## src/rtl/fifo_rd_ctrl.sv

```systemverilog
// Read-side FIFO controller: issues pops and absorbs the one-cycle read latency in a 2-entry skid buffer.
// Optional macro RD_BURST_EN gates the start of reading on the almost-empty flag (or flush).
module fifo_rd_ctrl #(
  parameter int DATA_W = 6
) (
  input  logic              clk,
  input  logic              reset,
  input  logic              fifo_empty,
  input  logic              fifo_almost_empty,
  input  logic [DATA_W-1:0] fifo_data_out,
  input  logic              flush,
  input  logic              ready_in,
  output logic              fifo_rd,
  output logic [DATA_W-1:0] data_out,
  output logic              valid_out,
  output logic [1:0]        state,
  output logic [7:0]        xfer_cnt
);

  typedef enum logic [1:0] {
    IDLE  = 2'b00,
    FETCH = 2'b01,
    STALL = 2'b10
  } state_e;

  state_e            state_q;
  logic [1:0]        occ_q, occ_d;
  logic              inflight_q;
  logic [DATA_W-1:0] buf0_q, buf1_q, buf0_d, buf1_d;
  logic [7:0]        xfer_cnt_q;
  logic              pop;
  logic              start;
  logic [2:0]        committed;
  logic [1:0]        slot;

`ifdef RD_BURST_EN
  assign start = !fifo_empty && (!fifo_almost_empty || flush);
`else
  logic unused_burst;
  assign unused_burst = fifo_almost_empty ^ flush;
  assign start        = !fifo_empty;
`endif

  assign valid_out = (occ_q != 2'd0);
  assign pop       = valid_out && ready_in;

  // Entries that will be held after this edge: buffered plus in flight, minus the one leaving.
  assign committed = {1'b0, occ_q} + {2'b00, inflight_q} - {2'b00, pop};
  assign occ_d     = committed[1:0];
  assign fifo_rd   = (state_q == FETCH) && !fifo_empty && (committed < 3'd2);

  assign slot = occ_q - {1'b0, pop};

  always_comb begin
    buf0_d = buf0_q;
    buf1_d = buf1_q;
    if (pop) begin
      buf0_d = buf1_q;
    end
    if (inflight_q) begin
      if (slot == 2'd0) begin
        buf0_d = fifo_data_out;
      end else begin
        buf1_d = fifo_data_out;
      end
    end
  end

  always_ff @(posedge clk or negedge reset) begin
    if (!reset) begin
      state_q    <= IDLE;
      occ_q      <= 2'd0;
      inflight_q <= 1'b0;
      buf0_q     <= '0;
      buf1_q     <= '0;
      xfer_cnt_q <= 8'd0;
    end else begin
      occ_q      <= occ_d;
      inflight_q <= fifo_rd;
      buf0_q     <= buf0_d;
      buf1_q     <= buf1_d;
      if (pop) begin
        xfer_cnt_q <= xfer_cnt_q + 8'd1;
      end
      case (state_q)
        IDLE: begin
          if (start) begin
            state_q <= FETCH;
          end
        end
        FETCH: begin
          if (fifo_empty) begin
            state_q <= IDLE;
          end else if ((occ_d == 2'd2) && !ready_in) begin
            state_q <= STALL;
          end
        end
        STALL: begin
          if (ready_in) begin
            state_q <= fifo_empty ? IDLE : FETCH;
          end
        end
        default: state_q <= IDLE;
      endcase
    end
  end

  assign state    = state_q;
  assign data_out = buf0_q;
  assign xfer_cnt = xfer_cnt_q;

endmodule

```

## config.mk

```make
export PLATFORM = sky130hd
export DESIGN_NAME = fifo_rd_ctrl
export DESIGN_NICKNAME = d
export VERILOG_FILES = /design/src/rtl/fifo_rd_ctrl.sv
export SDC_FILE = /design/constraint.sdc
export NUM_CORES = 1
export LEC_CHECK = 0
export ABC_AREA = 1
export CAP_MARGIN = 20
export CORE_MARGIN = 3
export CORE_UTILIZATION = 40
export CTS_BUF_LIST = sky130_fd_sc_hd__clkbuf_16
export DETAILED_ROUTE_END_ITERATION = 10
export HOLD_SLACK_MARGIN = 0.08
export PLACE_DENSITY_LB_ADDON = 0.25
export SLEW_MARGIN = 20
export SYNTH_ARGS = -nofsm -noshare
export SYNTH_HDL_FRONTEND = slang
export SYNTH_SLANG_ARGS = --single-unit
```

## constraint.sdc

```tcl
create_clock -name clk -period 7 [get_ports clk]
set_clock_uncertainty 0.2 [all_clocks]
set_input_delay 1.4 -clock clk [delete_from_list [all_inputs] [get_ports clk]]
set_output_delay 1.4 -clock clk [all_outputs]
set_load 0.01 [all_outputs]
```

==> flow_summary.yaml <==
finish:
  layout_commonest_cell: "nand2_1"
  nNetsFinal: 202
  drive_gt1_share_pct: 5.91
  fin_util_pct: 56.9
  mostFrequentLayoutCells: "nand2_1 (76), clkdlybuf4s50_1 (27), dfrtp_1 (25)"
  syn_to_final_growth_pct: 31.6
  design_area_sq_mm: 0.00162
  fillers: 269
  antenna_cells: 0
global_routing:
  grt_antenna_before_repair: 0
  grt_max_degree: 18
  grt_pass1_vias: 1017
  gr-total-overflow: 0
  grt_pass1_wl_microns: 4580
  grt_use_total_pct: 16.9
cts:
  cts_sinks: 25
  cts_buffers: 3
  cts_hold_buf: 0
  cts_max_level: 1
  cts_resized: 0
  clockBufferDepth: 2
  cts_setup_buffers: 0
  insertion_delay_ps: 260
  path_clk_slew_ps: 60
  ctsRootBufferMaster: "clkbuf_16"
  cts_tree: "yes"
setup_path:
  cp_max_fo: 17
  cp.required_ps: 5400
  crit_start: "ready_in"
  crit_type: "primary input to output port"
  endpoint: "fifo_rd"
  r2r-start: "occ_q[1]$_DFF_PN0_"
  r2r_cells: 11
  crit_chain: "clkdlybuf4s50_1 -> nand2_4 -> inv_2 -> nand2_1 -> nand2_1 -> ha_1 -> fa_1 -> nor3_1 -> clkdlybuf4s50_1"
  crit_cells: 9
  cp_num_buf_inv: 3
  cp-end-kind: "output port"
  cpPeakStageDelay_ps: 630
  r2r_end: "state[0]$_DFFE_PN0P_"
  worst_path_dominant_cell_family: "buffers and inverters"
  crit_slowest_cell: "clkdlybuf4s50_1"
  cp-start-kind: "primary input"
  critPathArrivalTime_ps: 4040
  timing.reg2reg.setup_slack_ps: 4650
route:
  routed_via_density: 4.94
  drtIter0Drc: 35
  vias: 1073
  drc: 0
  wirelength_microns: 2610
  ant_nets: 0
  wl_per_cell_microns: 12.0
  drt_pass1_iterations: 4
timing:
  tightest_slew_ps: 568
  hold_viol: 0
  fmax_mhz: 177
  fin_crit_ps: 5640
  final-setup-viol-count: 0
  tns_ps: 0
  rsz0062_at_grt: "no"
  slew_headroom_pct: 62.0
  slew_viol_final: 0
  fin_crit_sh_pct: 80.5
floorplan:
  ios: 30
  coreArea_sq_mm: 0.00285
  rows: 19
  dieArea_sq_mm: 0.00379
  die_w_microns: 61.5
  die_y_microns: 61.5
  start_util_pct: 43.2
logic_synthesis:
  syn_nets: 171
  syn_avg_cell_area_sq_um: 7.91
  synth_area_sq_mm: 0.00123
  ys_ff_latch: 25
  ys_seq_area_share_pct: 50.7
  synth_cell_types: 22
  ys_warn_count: 0
  synth_cells: 156
placement:
  gp_congestion: 0.787
  placed_area_sq_mm: 0.00155
  dpl.hpwl_microns: 1940
  place.port_buffers: 27
power_and_ir_drop:
  cellPowerDensity_mw_per_mm2: 408
  ir_worst_vdd_v: 0.000248
  leakagePower_nw: 0.841
job:
  max_cap_violations: 0
min_path:
  hold_class: "flop to flop"
run_status:
  status: "complete, no violations"
==> registers in the layout (all words and copies together) (netlist names) <==
name        count
data_out        6
occ_q           2
buf1_q          6
state           2
xfer_cnt        8
inflight_q      1
==> synthesized netlist by cell type, drive strengths merged <==
cell type | n | area share [%]
dfrtp | 25 | 51
nand3b | 1 | 0.61
a21oi | 1 | 0.41
xor2 | 4 | 2.8
xnor2 | 1 | 0.71
fa | 1 | 1.6
buf | 2 | 1.0
nand2 | 78 | 25
ha | 2 | 2.0
nor3 | 1 | 0.41
o211ai | 1 | 1.0
o21ai | 2 | 1.1
nor2 | 8 | 2.6
or2 | 2 | 1.0
nand3 | 11 | 4.5
inv | 16 | 4.9
==> how the worst min path moves through the flow <==
stage | start | endpoint | cells past startpoint
finish | buf1_q[2]$_DFFE_PN0P_ | buf1_q[2]$_DFFE_PN0P_ | 2
global route | buf1_q[4]$_DFFE_PN0P_ | buf1_q[4]$_DFFE_PN0P_ | 2
CTS | buf1_q[4]$_DFFE_PN0P_ | buf1_q[4]$_DFFE_PN0P_ | 2
detailed placement | buf1_q[4]$_DFFE_PN0P_ | buf1_q[4]$_DFFE_PN0P_ | 2
global placement | buf1_q[2]$_DFFE_PN0P_ | buf1_q[2]$_DFFE_PN0P_ | 2
floorplan | buf1_q[2]$_DFFE_PN0P_ | buf1_q[2]$_DFFE_PN0P_ | 2
==> routing by layer <==
metal  up-vias  global-route usage, %  part of all wire [%]
met3         4                   3.56                   4.9
li1        534                      -                     -
met1       510                   18.6                    40
met5         -                      0                     0
met2        25                   31.1                    53
met4         0                   7.27                   1.7
==> final cells by class <==
cell class                      count  area [sq um]  area share, %
Clock inverter                      1          3.75          0.231
Tap cell                           31          38.8           2.39
Inverter                           16          60.1           3.70
Clock buffer                        3          75.1           4.62
Sequential cell                    25           626           38.5
Timing Repair Buffer               28           285           17.6
Multi-Input combinational cell    113           536           33.0
==> worst reg2reg max path, delay by kind of cell, from the launching register on <==
kind	cells	cell delay, ps
adders and majority gates	2	720
and+or+nand+nor	6	620
DFF	1	400
buffers and inverters	2	240
AOI/OAI and AO/OA	1	60
==> cell families (layout without fill, tap and decap cells) <==
| family | Yosys count | in the layout | synth area share (%) |
|---|---|---|---|
| AOI/OAI and AO/OA | 4 | 4 | 2.53 |
| xor gates and xnor gates | 5 | 5 | 3.55 |
| adders and majority gates | 3 | 3 | 3.65 |
| buffers and inverters | 18 | 48 | 5.88 |
| DFF | 25 | 25 | 50.7 |
| and+or+nand+nor | 101 | 101 | 33.7 |
==> through the flow <==
stage               setup WS, ps  std cells  hold slack (ps)  total power, mW
CTS                         1310        217              283            0.671
detailed placement          1320        213              270            0.543
global route                1180        217              306            0.720
floorplan                   2670        156              235            0.416
finish                      1360        217              280            0.662
global placement            1400        212              252            0.526
==> where the power goes <==
part | internal, mW | switching (mW)
combinational | 0.136 | 0.153
sequential | 0.203 | 0.0474
clock | 0.0763 | 0.0474
total | 0.415 | 0.247
No activity file was read; power rests on OpenSTA's default activity.
